File: src/rtl/bcd_field_scheduler_pkg.sv
// clk_disp_pkg: shared constants and enums for the clock/calendar display path
package clk_disp_pkg;
  localparam int NUM_FIELDS = 7;
  localparam int DIV_ITERS = 7;
  localparam int FIELD_W = 7;
  localparam logic [7:0] SAT_BCD = 8'h99;
  typedef enum logic [2:0] {F_SEC, F_MIN, F_HRS, F_DAY, F_MON, F_YEAR, F_CEN} field_e;
  typedef enum logic [2:0] {S_IDLE, S_SNAP, S_DIV, S_STORE, S_DONE} state_e;
endpackage

File: src/rtl/bcd_field_scheduler_if.sv
// bcd_field_scheduler_if: counter inputs, refresh request and published digit bus
interface bcd_field_scheduler_if;
  logic tick_i;
  logic [5:0] sec_ctr, min_ctr;
  logic [4:0] hrs_ctr, day_o;
  logic [3:0] month_o;
  logic [6:0] year_o, cen_o;
  logic [55:0] bcd_o;
  logic busy_o, done_o, range_err_o;
  modport master (
    output tick_i, sec_ctr, min_ctr, hrs_ctr, day_o, month_o, year_o, cen_o,
    input bcd_o, busy_o, done_o, range_err_o
  );
  modport slave (
    input tick_i, sec_ctr, min_ctr, hrs_ctr, day_o, month_o, year_o, cen_o,
    output bcd_o, busy_o, done_o, range_err_o
  );
endinterface

File: src/rtl/bcd_field_scheduler_div10_seq.sv
// div10_seq: restoring divide-by-10, one quotient bit per cycle, ready one cycle after the last bit
module div10_seq
  import clk_disp_pkg::*;
(
  input  logic clk,
  input  logic rst_n,
  input  logic start,
  input  logic [FIELD_W-1:0] dividend,
  output logic [3:0] quotient,
  output logic [3:0] remainder,
  output logic ready
);
  logic [FIELD_W-1:0] dq;
  logic [3:0] rem;
  logic [2:0] cnt;
  logic run;
  logic [4:0] trial;
  logic fit;
  // trial subtraction: bring down the next dividend bit and test against 10
  always_comb begin
    trial = {rem, dq[FIELD_W-1]};
    fit = trial >= 5'd10;
  end
  // dq shifts dividend bits out and quotient bits in; rem holds the partial remainder
  always_ff @(posedge clk or negedge rst_n) begin
    if (!rst_n) begin
      dq <= '0;
      rem <= '0;
      cnt <= '0;
      run <= 1'b0;
      ready <= 1'b0;
    end else begin
      ready <= 1'b0;
      if (start) begin
        dq <= dividend;
        rem <= '0;
        cnt <= '0;
        run <= 1'b1;
      end else if (run) begin
        rem <= fit ? 4'(trial - 5'd10) : trial[3:0];
        dq <= {dq[FIELD_W-2:0], fit};
        cnt <= cnt + 3'd1;
        if (cnt == 3'(DIV_ITERS - 1)) begin
          run <= 1'b0;
          ready <= 1'b1;
        end
      end
    end
  end
  assign quotient = dq[3:0];
  assign remainder = rem;
endmodule

File: src/rtl/bcd_field_scheduler.sv
// bcd_field_scheduler: time-shares one divide-by-10 across seven fields and publishes 14 BCD digits atomically
module bcd_field_scheduler
  import clk_disp_pkg::*;
#(
  parameter bit AUTO_SCAN = 1'b0
) (
  input logic clk,
  input logic rst_n,
  bcd_field_scheduler_if.slave bus
);
  state_e state, nxt;
  logic pend;
  logic [2:0] fld, iter, idx;
  logic [FIELD_W-1:0] snap [NUM_FIELDS];
  logic [47:0] shd;
  logic err_sh;
  logic [55:0] bcd;
  logic rerr;
  logic start, rdy, ovf, wr, last;
  logic [3:0] q, r;
  logic [7:0] st_byte;
  div10_seq u_div (
    .clk(clk),
    .rst_n(rst_n),
    .start(start),
    .dividend(snap[idx]),
    .quotient(q),
    .remainder(r),
    .ready(rdy)
  );
  // next state plus divider launch and saturating store byte
  always_comb begin
    nxt = state;
    last = fld == F_CEN;
    unique case (state)
      S_IDLE: nxt = bus.tick_i ? S_SNAP : S_IDLE;
      S_SNAP: nxt = S_DIV;
      S_DIV: nxt = iter == 3'(DIV_ITERS - 1) ? S_STORE : S_DIV;
      S_STORE: nxt = last ? S_DONE : S_DIV;
      S_DONE: nxt = (pend || bus.tick_i || AUTO_SCAN) ? S_SNAP : S_IDLE;
      default: nxt = S_IDLE;
    endcase
    start = state == S_SNAP || (state == S_STORE && !last);
    idx = (state == S_STORE && !last) ? fld + 3'd1 : 3'd0;
    ovf = q > 4'd9;
    st_byte = ovf ? SAT_BCD : {q, r};
    wr = state == S_STORE && rdy;
  end
  // state register
  always_ff @(posedge clk or negedge rst_n) begin
    if (!rst_n) state <= S_IDLE;
    else state <= nxt;
  end
  // snapshot, field/iteration counters, shadow bank, pending request and published outputs
  always_ff @(posedge clk or negedge rst_n) begin
    if (!rst_n) begin
      pend <= 1'b0;
      fld <= '0;
      iter <= '0;
      for (int i = 0; i < NUM_FIELDS; i++) snap[i] <= '0;
      shd <= '0;
      err_sh <= 1'b0;
      bcd <= '0;
      rerr <= 1'b0;
    end else begin
      pend <= (nxt == S_SNAP) ? 1'b0 : pend | (bus.tick_i && state != S_IDLE);
      if (nxt == S_SNAP) begin
        snap[F_SEC] <= {1'b0, bus.sec_ctr};
        snap[F_MIN] <= {1'b0, bus.min_ctr};
        snap[F_HRS] <= {2'b0, bus.hrs_ctr};
        snap[F_DAY] <= {2'b0, bus.day_o};
        snap[F_MON] <= {3'b0, bus.month_o};
        snap[F_YEAR] <= bus.year_o;
        snap[F_CEN] <= bus.cen_o;
      end
      iter <= state == S_DIV ? iter + 3'd1 : 3'd0;
      if (state == S_SNAP) fld <= '0;
      if (wr) begin
        fld <= fld + 3'd1;
        err_sh <= err_sh | ovf;
        if (!last) shd[{fld, 3'b000} +: 8] <= st_byte;
        if (last) begin
          bcd <= {st_byte, shd};
          rerr <= err_sh | ovf;
        end
      end
      if (state == S_DONE) err_sh <= 1'b0;
    end
  end
  assign bus.bcd_o = bcd;
  assign bus.range_err_o = rerr;
  assign bus.busy_o = state == S_SNAP || state == S_DIV || state == S_STORE;
  assign bus.done_o = state == S_DONE;
endmodule
File: src/flat_wrapper.sv
// flat-port wrapper written by rule: the top's interface ports become plain ports
module bcd_field_scheduler_flat import clk_disp_pkg::*;
#(
  parameter bit AUTO_SCAN = 1'b0
)
  (clk, rst_n, bus_tick_i, bus_sec_ctr, bus_min_ctr, bus_hrs_ctr, bus_day_o, bus_month_o, bus_year_o, bus_cen_o, bus_bcd_o, bus_busy_o, bus_done_o, bus_range_err_o);
  bcd_field_scheduler_if bus_i ();
  input logic clk;
  input logic rst_n;
  input wire logic [$bits(bus_i.tick_i)-1:0] bus_tick_i;
  input wire logic [$bits(bus_i.sec_ctr)-1:0] bus_sec_ctr;
  input wire logic [$bits(bus_i.min_ctr)-1:0] bus_min_ctr;
  input wire logic [$bits(bus_i.hrs_ctr)-1:0] bus_hrs_ctr;
  input wire logic [$bits(bus_i.day_o)-1:0] bus_day_o;
  input wire logic [$bits(bus_i.month_o)-1:0] bus_month_o;
  input wire logic [$bits(bus_i.year_o)-1:0] bus_year_o;
  input wire logic [$bits(bus_i.cen_o)-1:0] bus_cen_o;
  output wire logic [$bits(bus_i.bcd_o)-1:0] bus_bcd_o;
  output wire logic [$bits(bus_i.busy_o)-1:0] bus_busy_o;
  output wire logic [$bits(bus_i.done_o)-1:0] bus_done_o;
  output wire logic [$bits(bus_i.range_err_o)-1:0] bus_range_err_o;
  assign bus_i.tick_i = bus_tick_i;
  assign bus_i.sec_ctr = bus_sec_ctr;
  assign bus_i.min_ctr = bus_min_ctr;
  assign bus_i.hrs_ctr = bus_hrs_ctr;
  assign bus_i.day_o = bus_day_o;
  assign bus_i.month_o = bus_month_o;
  assign bus_i.year_o = bus_year_o;
  assign bus_i.cen_o = bus_cen_o;
  assign bus_bcd_o = bus_i.bcd_o;
  assign bus_busy_o = bus_i.busy_o;
  assign bus_done_o = bus_i.done_o;
  assign bus_range_err_o = bus_i.range_err_o;
  bcd_field_scheduler #(.AUTO_SCAN(AUTO_SCAN)) u_core (.clk(clk), .rst_n(rst_n), .bus(bus_i));
endmodule
File: config.mk
export PLATFORM = sky130hd
export DESIGN_NAME = bcd_field_scheduler_flat
export DESIGN_NICKNAME = d
export VERILOG_FILES = /design/src/rtl/bcd_field_scheduler_pkg.sv /design/src/rtl/bcd_field_scheduler_if.sv /design/src/rtl/bcd_field_scheduler_div10_seq.sv /design/src/rtl/bcd_field_scheduler.sv /design/src/flat_wrapper.sv
export SDC_FILE = /design/constraint.sdc
export NUM_CORES = 1
export LEC_CHECK = 0
export ABC_AREA = 1
export BUFFER_PORTS_ARGS = -buffer_cell sky130_fd_sc_hd__clkbuf_2
export CORE_MARGIN = 2
export CORE_UTILIZATION = 57
export DETAILED_ROUTE_END_ITERATION = 6
export PLACE_DENSITY = 0.75
export SLEW_MARGIN = 20
export SYNTH_ARGS = -nofsm -noshare
export SYNTH_HDL_FRONTEND = slang
export SYNTH_SLANG_ARGS = --single-unit
File: constraint.sdc
create_clock -name clk -period 2.9 [get_ports clk]
set_input_delay 0.29 -clock clk [delete_from_list [all_inputs] [get_ports clk]]
set_output_delay 0.29 -clock clk [all_outputs]
set_load 0.01 [all_outputs]
==> results_dict.tcl, run 1 <==
set metrics [dict create \
    status "complete, no violations" \
    drt_wl_total_um 15100 \
    path_class "flop to flop" \
    die-area_sq_um 13700 \
    start_util_pct 57.9 \
    synth-edff-count 0 \
    drtIter0Drc 463 \
    synth_cells 837 \
    min_to "u_core.snap[5]" \
    clock-root-buffer "clkbuf_16" \
    slew_headroom_pct 33.5 \
    clockBufferDepth 2 \
    synth_warnings 0 \
    vdd_drop_max_v 0.000428 \
    cts_resized 0 \
    num_rows 41 \
    timing.rr.end "u_core.shd[37]" \
    h-tree-depth 4 \
    fin_tns_setup_ns 0 \
    antennaDiodeCount 0 \
    dp_hpwl_um 10200 \
    clk_pin_slew_ns 0.06 \
    grt_pass1_vias 5481 \
    end_kind "flop" \
    num-fill-cells 1004 \
    fmax_ghz 0.412 \
    grt_max_degree 69 \
    ant_nets 0 \
    drive_above_1_share_pct 17.1 \
    core_sq_um 12600 \
    cp-start-kind "flop" \
    postLayoutCellArea_sq_um 8590 \
    final_common_cell "nand2_1" \
    numCtsBuffers 17 \
    fin_util_pct 68.4 \
    finalPower_mw 4.74 \
    setup_viol 0 \
    fin_crit_sh_pct 83.7 \
    hold_viol 0 \
    ys_seq_area_share_pct 59.1 \
    synth_nets 889 \
    io_pins 102 \
    async_reset_ff_share_pct 100 \
    routedWlPerCell_um 13.4 \
    antenna_found_initial 0 \
    gp_congestion 0.869 \
    power_density_nw_per_um2 552 \
    crit_arrival_ns 2.77 \
    avgSynthCellArea_sq_um 8.70 \
    critPathMaxFanout 9 \
    grt-ovfl-total 0 \
    num_vias 5743 \
    multi_input_comb_area_sq_um 2540 \
    seqCellArea_sq_um 4300 \
    cts_num_sinks 172 \
    synth_area_leader_cell "dfrtp_1" \
    whs_path_depth 3 \
    r2r_cells 11 \
    power.leakage_nw 4.72 \
    final_max_slew_viol_count 0 \
    layout.nets 993 \
    synth_seq_cells 172 \
    skew_ns 0.00738 \
    hp-class "primary input to flop" \
    drt_first_pass_iters 4 \
    grt_usage_pct 24.1 \
    clkLatencyLatePin_ns 0.43 \
    worstMarginPinSlew_ns 0.996 \
    min-delay-start "bus_cen_o[5]" \
    syn2layout_area_growth_pct 18.0 \
    synth_area_sq_um 7280 \
    worstPathRequired_ns 3.24 \
    postPlaceCellArea_sq_um 7990 \
    route.detailed.drc 0 \
    drv_cap 0 \
    post-route-min-period_ns 2.43 \
    synth_ff_type "dfrtp_1" \
    rsz0062_at_grt "false" \
    cts_tree "done" \
    netlist.area_leader.share_pct 59.1 \
    vias_per_cell 5.10 \
    r2r-start "u_core.fld[0]" \
    holdWs_ns 0.0911 \
    grt_pass1_wl_um 25500 \
    io_buffers 101 \
    die_w_um 117 \
    dieHeight_um 117 \
    layout_common_cells "302 x nand2_1, 172 x dfrtp_1, 100 x clkbuf_2, 78 x inv_1, 52 x nor2_1" \
    ys_types 32 \
    yosys-top-cells-area "dfrtp_1 59%, nand2_1 16%, inv_1 4.1%" \
    reg2reg_slack_ns 0.47 \
]
[worst max-delay path by stage]
stage | from | end | slack, ns | depth (start not counted)
floorplan | u_core.fld[0] | u_core.shd[34] | 0.64 | 12
global placement | u_core.fld[0] | u_core.shd[39] | 0.66 | 11
detailed placement | u_core.fld[0] | u_core.shd[39] | 0.58 | 11
CTS | u_core.fld[0] | u_core.shd[37] | 0.50 | 11
global route | u_core.fld[0] | u_core.shd[37] | 0.30 | 11
finish | u_core.fld[0] | u_core.shd[37] | 0.47 | 11
[state kept, by name, summed over array words and instances (netlist names)]
register / count
u_core.fld: 3
u_core.u_div.run: 1
u_core.u_div.dq: 7
u_core.bus.range_err_o: 1
u_core.snap: 40
u_core.state: 3
u_core.shd: 48
u_core.u_div.ready: 1
u_core.iter: 3
u_core.u_div.remainder: 4
u_core.pend: 1
u_core.err_sh: 1
u_core.u_div.cnt: 3
u_core.bus.bcd_o: 56
[synth_stat cells, types with 2 or more instances]
cell and instances:
nand3_1 43, nand2_1 302, o21ai_0 48, o22ai_1 8, clkbuf_1 16, nor3_1 2, nor2_1 52, nor2_2 2
inv_1 79, buf_2 11, dfrtp_1 172, nand2_2 2, o21ai_1 7, nand3b_1 2, nand4_1 9, ha_1 9
nor2_8 2, buf_1 2, a22oi_1 2, inv_2 2, nand3_2 6, o31ai_1 9, a21oi_1 41
[power breakdown]
group | leakage, nW | internal, mW | switching [mW]
combinational | 2.31 | 0.0260 | 0.0528
sequential | 2.14 | 2.40 | 0.0000000000000000290
clock | 0.275 | 1.32 | 0.942
[cells by family (layout without fill, tap and decap cells)]
family	Yosys count	count (layout)	share of synthesized area, %
flip-flops	172	172	59.1
AND/OR/NAND/NOR	425	425	24.4
AO/OA/AOI/OAI	117	117	8.65
XOR/XNOR	2	2	0.241
adder cells (fa/ha/maj)	9	9	1.55
buffers and inverters	112	229	6.07
[cell type report]
cell class                      count  share of cell area, %
Sequential cell                   172                   50.1
Multi-Input combinational cell    553                   29.5
Timing Repair Buffer              115                   7.35
Clock buffer                       20                   5.32
Inverter                           82                   3.58
Tap cell                          172                   2.50
Clock inverter                     12                   1.60
[worst max-delay path, cell delays in order, from the launching register on]
cell	delay [ns]
dfrtp_1	0.44
inv_1	0.14
ha_1	0.23
ha_1	0.33
inv_1	0.09
nor2_1	0.16
nand2_1	0.24
inv_2	0.11
nand3_1	0.22
inv_2	0.17
nor2_1	0.06
a21oi_1	0.15
[repair_timing]
action                                 in CTS  in global routing
hold buffers                                1                  0
buffers inserted                            0                  0
endpoints found under the hold margin      58                  0
[through the flow]
step                worst slack [ns]  cells
floorplan                      0.638    837
global placement               0.664   1093
detailed placement             0.578   1093
CTS                            0.498   1126
global route                   0.303   1126
finish                         0.472   1126
[routing by layer]
metal / vias to the layer above / GRT usage (%) / part of all wire (%) / wire length (um)
met5: - / 0 / 0 / 0
li1: 2873 / - / - / -
met3: 35 / 4.63 / 4.6 / 692
met4: 0 / 11.6 / 2.6 / 393
met1: 2687 / 33.0 / 47 / 7040
met2: 148 / 37.4 / 46 / 7010
(Power assumes the default switching activity.)
==> run 2, diff against run 1 <==
==> constraint.sdc (replaced) <==
create_clock -name clk -period 2.3 [get_ports clk]
set_input_delay 0.23 -clock clk [delete_from_list [all_inputs] [get_ports clk]]
set_output_delay 0.23 -clock clk [all_outputs]
set_load 0.01 [all_outputs]
==> results_dict.tcl, run 2 (synthesized netlist as in run 1, its figures left out) <==
set metrics [dict create \
    crit_chain "inv_1 -> ha_1 -> ha_1 -> inv_1 -> nor2_1 -> nand3_2 -> o31ai_1" \
    worstMarginPinSlew_ns 0.744 \
    final_max_slew_viol_count 0 \
    start_util_pct 57.9 \
    vdd_drop_max_v 0.000428 \
    clk_pin_slew_ns 0.06 \
    drive_above_1_share_pct 17.5 \
    dieHeight_um 117 \
    fmax_ghz 0.470 \
    skew_ns 0.00850 \
    drt_first_pass_iters 4 \
    num_vias 5729 \
    rsz0062_at_grt "true" \
    layout.nets 998 \
    drtIter0Drc 406 \
    drv_cap 0 \
    ant_nets 0 \
    cp_top_family "adder cells" \
    critPathMaxFanout 16 \
    io_pins 102 \
    num-fill-cells 1009 \
    fin_crit_sh_pct 92.5 \
    clkLatencyLatePin_ns 0.43 \
    cp-start-kind "flop" \
    power.leakage_nw 4.76 \
    hold_viol 0 \
    status "complete, no violations" \
    end_kind "flop" \
    largest_reg_flops 56 \
    post-route-min-period_ns 2.13 \
    syn2layout_area_growth_pct 19.1 \
    clockBufferDepth 2 \
    path_class "flop to flop" \
    slew_headroom_pct 50.2 \
    grt_pass1_wl_um 25600 \
    die-area_sq_um 13700 \
    grt_max_degree 70 \
    worstPathRequired_ns 2.62 \
    holdWs_ns 0.0290 \
    io_buffers 101 \
    fin_tns_setup_ns 0 \
    grt-ovfl-total 0 \
    grt_usage_pct 24.2 \
    power_density_nw_per_um2 690 \
    final_common_cell "nand2_1" \
    h-tree-depth 4 \
    routedWlPerCell_um 13.6 \
    numCtsBuffers 17 \
    cp_num_buf_inv 2 \
    route.detailed.drc 0 \
    postLayoutCellArea_sq_um 8670 \
    core_sq_um 12600 \
    cts_tree "done" \
    cts_num_sinks 172 \
    drt_wl_total_um 15300 \
    crit_slowest_cell "dfrtp_1" \
    postPlaceCellArea_sq_um 8060 \
    vias_per_cell 5.07 \
    antenna_found_initial 0 \
    crit_arrival_ns 2.44 \
    die_w_um 117 \
    grt_pass1_vias 5390 \
    dp_hpwl_um 10400 \
    clock-root-buffer "clkbuf_16" \
    setup_viol 0 \
    crit_path_max_incr_delay_ns 0.44 \
    gp_congestion 0.908 \
    antennaDiodeCount 0 \
    hp-class "primary input to flop" \
    num_rows 41 \
    layout_common_cells "301 x nand2_1, 172 x dfrtp_1, 100 x clkbuf_2, 78 x inv_1, 52 x nor2_1" \
]
run 2: changes by cell type in the layout (fill, tap and decap cells not counted), moves of 2 or more:
cell,delta
buf_12,+3
clkinvlp_4,-2
buf_4,+2
clkinv_4,-2
run 2: timing repair:
action	CTS	global route
hold endpoints to repair	66	0
endpoints found under the setup margin	0	14
gates resized for setup	0	2
hold buffers	1	0
buffers inserted	0	1
run 2: final timing paths:
path	slack, ns	end	start	cells after the start
setup reg to reg	0.17	u_core.shd[29]	u_core.fld[0]	7
max in group asynchronous	1.20	u_core.snap[47]	rst_n	3
hold reg to reg	0.45	u_core.iter[0]	u_core.iter[0]	1
min in group asynchronous	0.38	u_core.bus.bcd_o[31]	rst_n	2
hold / removal	0.03	u_core.snap[1]	bus_cen_o[1]	3
setup / recovery	0.17	u_core.shd[29]	u_core.fld[0]	7
run 2: routing by layer:
metal  global-route usage (%)  up-vias  part of all wire (%)
li1                         -     2871                     -
met1                     32.6     2695                    46
met2                     39.4      138                    48
met3                     5.61       25                   4.4
met4                     7.84        0                   1.7
met5                        0        -                     0
run 2: per-stage QoR:
stage / power (mW) / setup WS (ns) / std cells / utilization, %
floorplan: 3.08 / 0.0382 / 837 / -
global placement: 3.19 / 0.270 / 1097 / 64.1
detailed placement: 3.19 / 0.150 / 1097 / 64.1
CTS: 6.03 / 0.113 / 1128 / 68.8
global route: 6.17 / -0.0126 / 1129 / 69.0
finish: 5.98 / 0.173 / 1129 / 69.0
run 2: tightest hold or removal path: stages:
cell	delay (ns)
clkbuf_2	0.08
nand3_1	0.06
nand2_1	0.05
run 2: power by group:
group          internal (mW)  leakage [nW]         switching (mW)
Sequential              3.03          2.14  0.0000000000000000393
Clock                   1.73         0.279                   1.13
Combinational         0.0351          2.34                 0.0660
run 2: layout make-up:
cell class	instances	area [sq um]	area share, %
Clock inverter	10	140	1.62
Sequential cell	172	4300	49.7
Multi-Input combinational cell	553	2550	29.4
Clock buffer	20	447	5.15
Timing Repair Buffer	120	707	8.16
Inverter	82	308	3.55
Tap cell	172	215	2.48
==> run 3, diff against run 2 <==
--- a/config.mk
+++ b/config.mk
@@ -11,6 +11,7 @@
 export CORE_UTILIZATION = 57
 export DETAILED_ROUTE_END_ITERATION = 6
 export PLACE_DENSITY = 0.75
+export RECOVER_POWER = 25
 export SLEW_MARGIN = 20
 export SYNTH_ARGS = -nofsm -noshare
 export SYNTH_HDL_FRONTEND = slang
==> results_dict.tcl, run 3 (synthesized netlist as in run 1, its figures left out) <==
set metrics [dict create \
    status "finished, violations left" \
    violations "capacitance limit, slew limit" \
    num_rows 41 \
    crit_chain "inv_1 -> ha_1 -> ha_1 -> inv_1 -> nor2_1 -> nand3_2 -> o31ai_1" \
    antennaDiodeCount 0 \
    dieHeight_um 117 \
    clk_pin_slew_ns 0.06 \
    grt_max_degree 70 \
    power.leakage_nw 4.76 \
    num-fill-cells 1014 \
    antenna_found_initial 0 \
    routedWlPerCell_um 13.6 \
    cts_tree "done" \
    critPathMaxFanout 16 \
    grt_pass1_vias 5390 \
    r2r-start "u_core.fld[0]" \
    slew_headroom_pct -9.53 \
    route.detailed.drc 0 \
    power_density_nw_per_um2 691 \
    final_common_cell "nand2_1" \
    post-route-min-period_ns 2.12 \
    drtIter0Drc 405 \
    largest_reg_flops 56 \
    numCtsBuffers 17 \
    fin_util_pct 68.8 \
    seqCellArea_sq_um 4300 \
    num_vias 5743 \
    layout_common_cells "301 x nand2_1, 172 x dfrtp_1, 101 x clkbuf_2, 78 x inv_1, 52 x nor2_1" \
    crit_slowest_cell "dfrtp_1" \
    start_util_pct 57.9 \
    die-area_sq_um 13700 \
    grt_pass1_wl_um 25600 \
    min-delay-start "bus_cen_o[1]" \
    cp-start-kind "flop" \
    timing.rr.end "u_core.shd[29]" \
    end_kind "flop" \
    clkLatencyLatePin_ns 0.43 \
    clock-root-buffer "clkbuf_16" \
    vias_per_cell 5.09 \
    holdWs_ns 0.0290 \
    drive_above_1_share_pct 17.5 \
    whs_path_depth 3 \
    syn2layout_area_growth_pct 18.9 \
    drv_cap 1 \
    grt-ovfl-total 0 \
    cp_top_family "adder cells" \
    multi_input_comb_area_sq_um 2550 \
    core_sq_um 12600 \
    fmax_ghz 0.472 \
    gp_congestion 0.908 \
    cts_num_sinks 172 \
    reg2reg_slack_ns 0.18 \
    min_to "u_core.snap[1]" \
    skew_ns 0.00847 \
    io_pins 102 \
    vdd_drop_max_v 0.000428 \
    die_w_um 117 \
    dp_hpwl_um 10400 \
    h-tree-depth 4 \
    hp-class "primary input to flop" \
    worstPathRequired_ns 2.62 \
    cp_num_buf_inv 2 \
    final_max_slew_viol_count 69 \
    crit_path_max_incr_delay_ns 0.44 \
    crit_arrival_ns 2.44 \
    drt_wl_total_um 15300 \
    fin_crit_sh_pct 92.2 \
    clockBufferDepth 2 \
    path_class "flop to flop" \
    hold_viol 0 \
    layout.nets 998 \
    grt_usage_pct 24.2 \
    io_buffers 101 \
    worstMarginPinSlew_ns 1.64 \
    setup_viol 0 \
    rsz0062_at_grt "true" \
    ant_nets 0 \
    r2r_cells 7 \
    drt_first_pass_iters 4 \
]
[run 3: cell types whose count changed in the layout (fill, tap and decap cells not counted), sizes merged]
cell and delta:
buf -1, clkbuf +1
[run 3: metal layers]
| metal | part of all wire, % | up-vias | track usage, % |
|---|---|---|---|
| li1 | - | 2871 | - |
| met1 | 46 | 2699 | 32.6 |
| met2 | 48 | 148 | 39.4 |
| met3 | 4.6 | 25 | 5.61 |
| met4 | 1.7 | 0 | 7.84 |
| met5 | 0 | - | 0 |
[run 3: final cells by class]
cell class | count | area share, %
well taps | 172 | 2.49
clock buffers | 20 | 5.16
repair buffers | 120 | 8.00
inverters | 82 | 3.56
clock inverters | 10 | 1.62
flip-flops and latches | 172 | 49.7
multi-input cells | 553 | 29.4
[run 3: through the flow]
step	total power, mW	worst slack (ns)	instance area [sq um]	instances	TNS (ns)
4_1_cts	6.03	0.113	8650	1128	0
3_5_place_dp	3.19	0.150	8060	1097	0
5_1_grt	6.17	-0.0126	8650	1129	-0.0126
6_report	5.98	0.180	8650	1129	0
2_1_floorplan	3.08	0.0382	7280	837	0
3_3_place_gp	3.19	0.270	8060	1097	0
[run 3: worst min-delay path, stage by stage]
cell and delay (ns):
clkbuf_2 0.08, nand3_1 0.06, nand2_1 0.05
[run 3: where the power goes]
| part | leakage [nW] | internal, mW | switching (mW) |
|---|---|---|---|
| logic | 2.34 | 0.0326 | 0.0654 |
| registers | 2.14 | 3.03 | 0.0000000000000000393 |
| clock network | 0.279 | 1.73 | 1.13 |
| total | 4.76 | 4.78 | 1.20 |
[run 3: timing repair]
| item | CTS | global route |
|---|---|---|
| setup buffers | 0 | 1 |
| hold endpoints to repair | 66 | 0 |
| endpoints found under the setup margin | 0 | 14 |
| resized for setup | 0 | 2 |
| hold buffers | 1 | 0 |
[run 3: worst max-delay path by stage]
| stage | startpoint | endpoint | slack [ns] | depth (start not counted) |
|---|---|---|---|---|
| finish | u_core.fld[0] | u_core.shd[29] | 0.18 | 7 |
| global route | u_core.fld[0] | u_core.shd[29] | -0.01 | 7 |
| CTS | u_core.fld[0] | u_core.shd[39] | 0.11 | 11 |
| detailed placement | u_core.fld[0] | u_core.shd[39] | 0.15 | 11 |
| global placement | u_core.fld[0] | u_core.shd[39] | 0.27 | 11 |
| floorplan | u_core.fld[0] | u_core.shd[34] | 0.04 | 12 |
